## src/rtl/pong_game_ctrl.sv

```systemverilog
`default_nettype none
// ============================================================================
//  Module      : pong_game_ctrl
//  Description : Pong match sequencer. Tracks match state (idle, serve
//                countdown, rally, point hold, game over), detects goals from
//                the ball x position once per frame, keeps both scores and
//                drives the ball datapath (recentre pulse, run enable, serve
//                direction).
//  Ports       : clk        - pixel clock
//                reset      - asynchronous, active-high
//                frame_tick - one-clk pulse per frame
//                start      - one-clk start button pulse
//                pause      - level, freezes play while high
//                ball_x     - ball centre x, valid while frame_tick is high
//                ball_run   - ball datapath motion enable
//                ball_load  - one-clk recentre pulse
//                serve_dir  - 0 toward left player, 1 toward right player
//                score_p1   - left player score
//                score_p2   - right player score
//                game_over  - high in the game-over state
//                winner     - 0 player 1, 1 player 2 (valid with game_over)
//  Revision    : 1.0 - initial release
// ============================================================================
module pong_game_ctrl #(
    parameter int WIN_SCORE   = 7,
    parameter int SERVE_DELAY = 60,
    parameter int SCORE_HOLD  = 90,
    parameter int LEFT_GOAL   = 20,
    parameter int RIGHT_GOAL  = 619
) (
    input  logic       clk,
    input  logic       reset,
    input  logic       frame_tick,
    input  logic       start,
    input  logic       pause,
    input  logic [9:0] ball_x,
    output logic       ball_run,
    output logic       ball_load,
    output logic       serve_dir,
    output logic [3:0] score_p1,
    output logic [3:0] score_p2,
    output logic       game_over,
    output logic       winner
);

    localparam int CNT_MAX = (SERVE_DELAY > SCORE_HOLD) ? SERVE_DELAY : SCORE_HOLD;
    localparam int CNT_W   = $clog2(CNT_MAX) + 1;

    localparam logic [CNT_W-1:0] c_serve_last = CNT_W'(SERVE_DELAY - 1);
    localparam logic [CNT_W-1:0] c_hold_last  = CNT_W'(SCORE_HOLD - 1);
    localparam logic [3:0]       c_win        = 4'(WIN_SCORE);

    localparam logic [2:0] c_idle       = 3'd0;
    localparam logic [2:0] c_serve_wait = 3'd1;
    localparam logic [2:0] c_play       = 3'd2;
    localparam logic [2:0] c_scored     = 3'd3;
    localparam logic [2:0] c_game_over  = 3'd4;

    logic [2:0]       r_state;
    logic [CNT_W-1:0] r_cnt;

    // A tick only advances the game when play is not frozen.
    logic w_tick;
    logic w_hit_left;
    logic w_hit_right;
    logic w_match_won;

    assign w_tick      = frame_tick & ~pause;
    assign w_hit_left  = (ball_x <= 10'(LEFT_GOAL));
    assign w_hit_right = (ball_x >= 10'(RIGHT_GOAL));
    assign w_match_won = (score_p1 == c_win) || (score_p2 == c_win);

    always_ff @(posedge clk or posedge reset) begin
        if (reset) begin
            r_state   <= c_idle;
            r_cnt     <= '0;
            ball_run  <= 1'b0;
            ball_load <= 1'b0;
            serve_dir <= 1'b1;
            score_p1  <= 4'd0;
            score_p2  <= 4'd0;
            game_over <= 1'b0;
            winner    <= 1'b0;
        end else begin
            // ball_load is a single-cycle pulse: it falls back every cycle.
            ball_load <= 1'b0;
            case (r_state)
                c_idle, c_game_over: begin
                    ball_run <= 1'b0;
                    // start beats a coincident frame_tick; the tick is dropped.
                    if (start) begin
                        score_p1  <= 4'd0;
                        score_p2  <= 4'd0;
                        game_over <= 1'b0;
                        winner    <= 1'b0;
                        r_cnt     <= '0;
                        ball_load <= 1'b1;
                        r_state   <= c_serve_wait;
                    end
                end
                c_serve_wait: begin
                    ball_run <= 1'b0;
                    if (w_tick) begin
                        if (r_cnt == c_serve_last) begin
                            r_cnt    <= '0;
                            ball_run <= 1'b1;
                            r_state  <= c_play;
                        end else begin
                            r_cnt <= r_cnt + 1'b1;
                        end
                    end
                end
                c_play: begin
                    ball_run <= ~pause;
                    if (w_tick) begin
                        // Left goal is checked first so an overlapping
                        // window always favours player 2.
                        if (w_hit_left) begin
                            if (score_p2 != c_win) score_p2 <= score_p2 + 4'd1;
                            serve_dir <= 1'b0;
                            ball_run  <= 1'b0;
                            r_state   <= c_scored;
                        end else if (w_hit_right) begin
                            if (score_p1 != c_win) score_p1 <= score_p1 + 4'd1;
                            serve_dir <= 1'b1;
                            ball_run  <= 1'b0;
                            r_state   <= c_scored;
                        end
                    end
                end
                c_scored: begin
                    ball_run <= 1'b0;
                    if (w_tick) begin
                        if (r_cnt == c_hold_last) begin
                            r_cnt <= '0;
                            if (w_match_won) begin
                                game_over <= 1'b1;
                                winner    <= (score_p2 == c_win);
                                r_state   <= c_game_over;
                            end else begin
                                ball_load <= 1'b1;
                                r_state   <= c_serve_wait;
                            end
                        end else begin
                            r_cnt <= r_cnt + 1'b1;
                        end
                    end
                end
                default: begin
                    ball_run <= 1'b0;
                    r_state  <= c_idle;
                end
            endcase
        end
    end

endmodule
`default_nettype wire

```

## config.mk

```make
export PLATFORM = sky130hd
export DESIGN_NAME = pong_game_ctrl
export DESIGN_NICKNAME = d
export VERILOG_FILES = /design/src/rtl/pong_game_ctrl.sv
export SDC_FILE = /design/constraint.sdc
export NUM_CORES = 1
export LEC_CHECK = 0
export CORE_MARGIN = 1
export CORE_UTILIZATION = 56
export DETAILED_ROUTE_END_ITERATION = 10
export GPL_TIMING_DRIVEN = 0
export PLACE_DENSITY = 0.84
export SLEW_MARGIN = 10
export SYNTH_ARGS = -nofsm -noshare
export SYNTH_HDL_FRONTEND = slang
export SYNTH_SLANG_ARGS = --single-unit
```

## constraint.sdc

```tcl
create_clock -name clk -period 5.1 [get_ports clk]
set_input_delay 1.53 -clock clk [delete_from_list [all_inputs] [get_ports clk]]
set_output_delay 1.53 -clock clk [all_outputs]
set_load 0.05 [all_outputs]
```

==> results.yml <==
clock_tree:
  cts_htree_levels: 1
  ctsHoldBuffers: 0
  cts-root-buf: "clkbuf_4"
  cts_sinks: 24
  clock_latency_ps: 320
  cts_tree: "built"
  cts_buffers: 3
  clock_path_buffers: 2
  clk_transition_reported_paths_ps: 140
  postCtsSetupRepairBufs: 0
  ctsResizeCount: 0
setup_path:
  worstPathArrival_ps: 1690
  cp_max_fo: 2
  cp.required_ps: 3570
  worstSetupStartpointType: "register"
  critPathKind: "register to output port"
  path_buf_inv: 1
  path_cells: "clkdlybuf4s50_1"
  critical_path.endpoint_type: "output port"
  crit_family: "buffers and inverters"
  max_stage_delay_ps: 800
  cp_slowest_cell: "clkdlybuf4s50_1"
timing:
  maxSlewViolCount: 0
  finalClockSkew_ps: 4.15
  setup-tns-final_ps: 0
  hold_viol: 0
  period_share: 0.631
  tightest_slew_ps: 902
  setup_violations: 0
  max_slew_margin: 0.398
  fin_crit_ps: 3220
  rsz0062_at_grt: "no"
  fmax_mhz: 311
logic_synthesis:
  synth_cell_type_count: 54
  yosysWarnings: 0
  postSynthCellCount: 162
  syn-cell-area_sq_um: 1560
  ys.flop_type: "dfrtp_1"
  syn_nets: 181
  async_flop_share: 1.00
  ys_seq_area_frac: 0.386
  ys_ff_latch: 24
  synth_edf_count: 0
  avgSynthCellArea_sq_um: 9.63
power:
  p_per_area_nw_per_um2: 266
  total_power_mw: 0.511
  p_leak_nw: 0.805
  ir_worst_vdd_uv: 312
grt:
  grt_pass1_wl_um: 6130
  first_global_vias: 1325
  grt_max_degree: 25
  track_usage: 0.288
  grt_overflow_total: 0
  antenna_found_initial: 0
drt:
  wl_um: 3760
  dr.pass1.iters: 5
  drt_iter0_markers: 46
  drt-vias-per-instance: 6.43
  postRouteAntennaNets: 0
  vias: 1435
  route.detailed.drc: 0
  wl_per_cell_um: 16.9
die:
  core.rowCount: 18
  start_util: 0.613
  die-area_sq_um: 3000
  pin_count: 28
  die_x_um: 54.8
  die_h_um: 54.8
  design.core.area_sq_um: 2540
finish:
  diodes: 0
  fin_nets: 213
  stdcell_area_sq_um: 1920
  area_growth_syn_to_layout_pct: 23.1
  fillerInstances: 192
  regArea_sq_um: 602
  drive_above_1_share: 0.119
  multi_input_area_sq_um: 900
placement:
  dp_hpwl_um: 2860
  postPlaceCellArea_sq_um: 1870
  portBuffers: 27
  gp_congestion: 0.921
outcome:
  status: "completed"
run:
  maxCapViolations: 0
hold_path:
  hold_path_class: "register to register"
synth_stat cells (all sizes together) (3+ instances only):
cell	count	area (sq um)
a21oi	5	25.0
a31oi	5	31.3
buf	4	28.8
dfrtp	23	576
ha	4	50.1
inv	8	30.0
mux2i	5	50.1
nand2	18	67.6
nand2b	5	31.3
nand3	6	30.0
nand3b	4	30.0
nor2	9	33.8
nor3	5	25.0
nor3b	3	22.5
o21ai	9	45.0
o22ai	4	25.0
metrics by stage:
stage          worst slack [ps]  utilization  hold WS, ps  cells
2_1_floorplan              2500            -          496    162
3_3_place_gp               1860        0.734          482    219
3_5_place_dp               1790        0.734          488    219
4_1_cts                    1880        0.755          520    223
5_1_grt                    1870        0.755          536    223
6_report                   1880        0.755          519    223
worst paths after layout:
| check | start | to | slack (ps) | depth (start not counted) |
|---|---|---|---|---|
| setup / recovery | serve_dir | serve_dir | 1880 | 1 |
| setup reg to reg | score_p2[0] | score_p2[2] | 3280 | 5 |
| min in group asynchronous | reset | score_p1[2] | 1710 | 2 |
| hold / removal | game_over | game_over | 520 | 1 |
| max in group asynchronous | reset | r_cnt[2] | 2840 | 2 |
| hold reg to reg | game_over | game_over | 520 | 1 |
layout by cell type, fill, tap and decap left out, types with 3 or more instances in the layout:
cell / count
clkdlybuf4s50_1: 27
dfrtp_1: 23
nand2_1: 18
nor2_1: 9
o21ai_0: 9
inv_1: 8
nand3_1: 6
a21oi_1: 5
a31oi_1: 5
nand2b_1: 5
nor3_1: 5
mux2i_1: 5
nand3b_1: 4
o22ai_1: 4
ha_1: 4
nor3b_1: 3
clkbuf_4: 3
layer usage:
metal | global-route usage | up-vias | wire length [um]
li1 | - | 678 | -
met5 | 0 | - | 0
met3 | 0.0361 | 8 | 236
met4 | 0.0983 | 0 | 63
met2 | 0.448 | 53 | 1740
met1 | 0.405 | 696 | 1720
flip-flops by register name, summed over array words and instances, names as in the netlist:
| signal | flops |
|---|---|
| ball_load | 1 |
| ball_run | 1 |
| game_over | 1 |
| r_cnt | 8 |
| r_state | 3 |
| score_p1 | 4 |
| score_p2 | 4 |
| serve_dir | 1 |
| winner | 1 |
layout make-up:
| type | instances | area share |
|---|---|---|
| Sequential cell | 24 | 0.313 |
| Timing Repair Buffer | 27 | 0.141 |
| Inverter | 8 | 0.0156 |
| Multi-Input combinational cell | 126 | 0.468 |
| Buffer | 4 | 0.0150 |
| Clock inverter | 1 | 0.0156 |
| Clock buffer | 3 | 0.0117 |
| Tap cell | 30 | 0.0195 |
kinds of logic (layout without fill, tap and decap cells):
kind of cell / after synthesis / in the layout / synth area share
XOR/XNOR: 1 / 1 / 0.00561
buffers and inverters: 12 / 43 / 0.0377
AO/OA/AOI/OAI: 45 / 45 / 0.211
AND/OR/NAND/NOR: 71 / 71 / 0.296
adder cells (fa/ha/maj): 4 / 4 / 0.0321
flip-flops: 24 / 24 / 0.386
multiplexers: 5 / 5 / 0.0321
where the power goes:
group          switching, mW  internal, mW  leakage, nW
combinational         0.0597        0.0532        0.472
sequential            0.0442         0.215        0.305
clock                 0.0593        0.0795       0.0279
(Power assumes the default switching activity.)
==> edit: new RTL, config.mk and constraints unchanged <==
Add an input register stage for `start`, cleared by the reset; this delays it by one clock. The other inputs are not delayed to match.
--- a/src/rtl/pong_game_ctrl.sv
+++ b/src/rtl/pong_game_ctrl.sv
@@ -56,6 +56,16 @@
     localparam logic [2:0] c_scored     = 3'd3;
     localparam logic [2:0] c_game_over  = 3'd4;
 
+    logic start_q;
+
+    always_ff @(posedge clk or posedge reset) begin
+        if (reset) begin
+            start_q <= '0;
+        end else begin
+            start_q <= start;
+        end
+    end
+
     logic [2:0]       r_state;
     logic [CNT_W-1:0] r_cnt;
 
@@ -88,7 +98,7 @@
                 c_idle, c_game_over: begin
                     ball_run <= 1'b0;
                     // start beats a coincident frame_tick; the tick is dropped.
-                    if (start) begin
+                    if (start_q) begin
                         score_p1  <= 4'd0;
                         score_p2  <= 4'd0;
                         game_over <= 1'b0;
Behaviour: not the same (a bounded check fails within 4 cycles, from zero or initial values and one cycle with reset high).
==> edit against the original RTL <==
- design area down 2.7%
- routed wire length down 9.6%
- sequential cell count up 1
- highest routed layer unchanged
- critical path depth up 5
- via count down 8.4%
- first-iteration DRC count down 28%
- clock skew up 1.5 ps
- synthesized area down 1.7%
- worst setup slack worse by 85 ps
- sequential share of layout area up 2.2 points
Power is not compared: it rests on default switching activity, and its combinational part moved more than twofold at a synthesized area within 25%.
==> edit: results (changes against the original RTL) <==
[run_status]
status=finished, final reports clean

[placed_design]
gp_congestion=0.8635  ; -6.3%
dp_hpwl_um=2626  ; -8.2%
dp_cells=213  ; -2.7%

[detailed_routing]
viasPerCell=6.060  ; -5.8%
dr.pass1.iters=4  ; -1
vias=1315  ; -8.4%
met2_length_um=1558  ; -11%
drt_iter0_drc=33  ; -28%
wl_per_cell_um=15.67  ; -7.1%

[grt]
grt_use_met2=0.4024  ; -0.04535
grt_usage=0.2621  ; -0.02539
grt_pass1_wl_um=5506  ; -10%
grt_use_met3=0.03333  ; -0.002778
grt_max_degree=26  ; +4.0%

[sta]
worst_pin_slew_ps=955.1  ; +53.04 ps
hold_slack_ps=556.2  ; +37.28 ps

[synthesis]
synthXorXnorAreaFrac=0.005710  ; +0.00009615
synth_common_cells=dfrtp_1 (24), nand2_1 (19), nor2_1 (14)
seq_area_frac_synth=0.4086  ; +0.02292

[setup_path]
worstRegToRegCells=6  ; +1
crit_start=ball_x[8]
r2r_end=r_state[2]$_DFFE_PP0P_
worstPathMaxFanout=3  ; +1
reg2reg_from=r_cnt[0]$_DFFE_PP0P_
cp_top_family=simple AND/OR/NAND/NOR gates

[layout]
drive_above_1_share=0.1123  ; -0.006872
nFillCells=196  ; +2.1%

-- edit: changes by cell type after synthesis, sizes merged, moves of 3 or more --
cell	before	now
o41ai	0	6
o22ai	4	0
a31oi	5	1
a21oi	5	11
nand2b	5	2
nor2	9	14
inv	8	5
-- edit: area by class of cell --
cell class	instances	area (um2)	area share
buffer	4	33.78	0.01808
tap	30	37.54	0.02009
inverter	5	18.77	0.01005
timing repair buffer	27	270.3	0.1447
multi-input combinational	122	854.6	0.4575
clock buffer	4	26.28	0.01407
sequential	25	626.9	0.3356
-- edit: stage by stage --
| stage | power (mW) | setup slack [ps] | util | area (um2) |
|---|---|---|---|---|
| global placement | 0.7404 | 1527 | 0.7302 | 1842 |
| global route | 0.9039 | 1701 | 0.7406 | 1868 |
| floorplan | 0.6262 | 2053 | - | 1534 |
| detailed placement | 0.7574 | 1484 | 0.7302 | 1842 |
| CTS | 0.8466 | 1817 | 0.7406 | 1868 |
| finish | 0.8458 | 1799 | 0.7406 | 1868 |
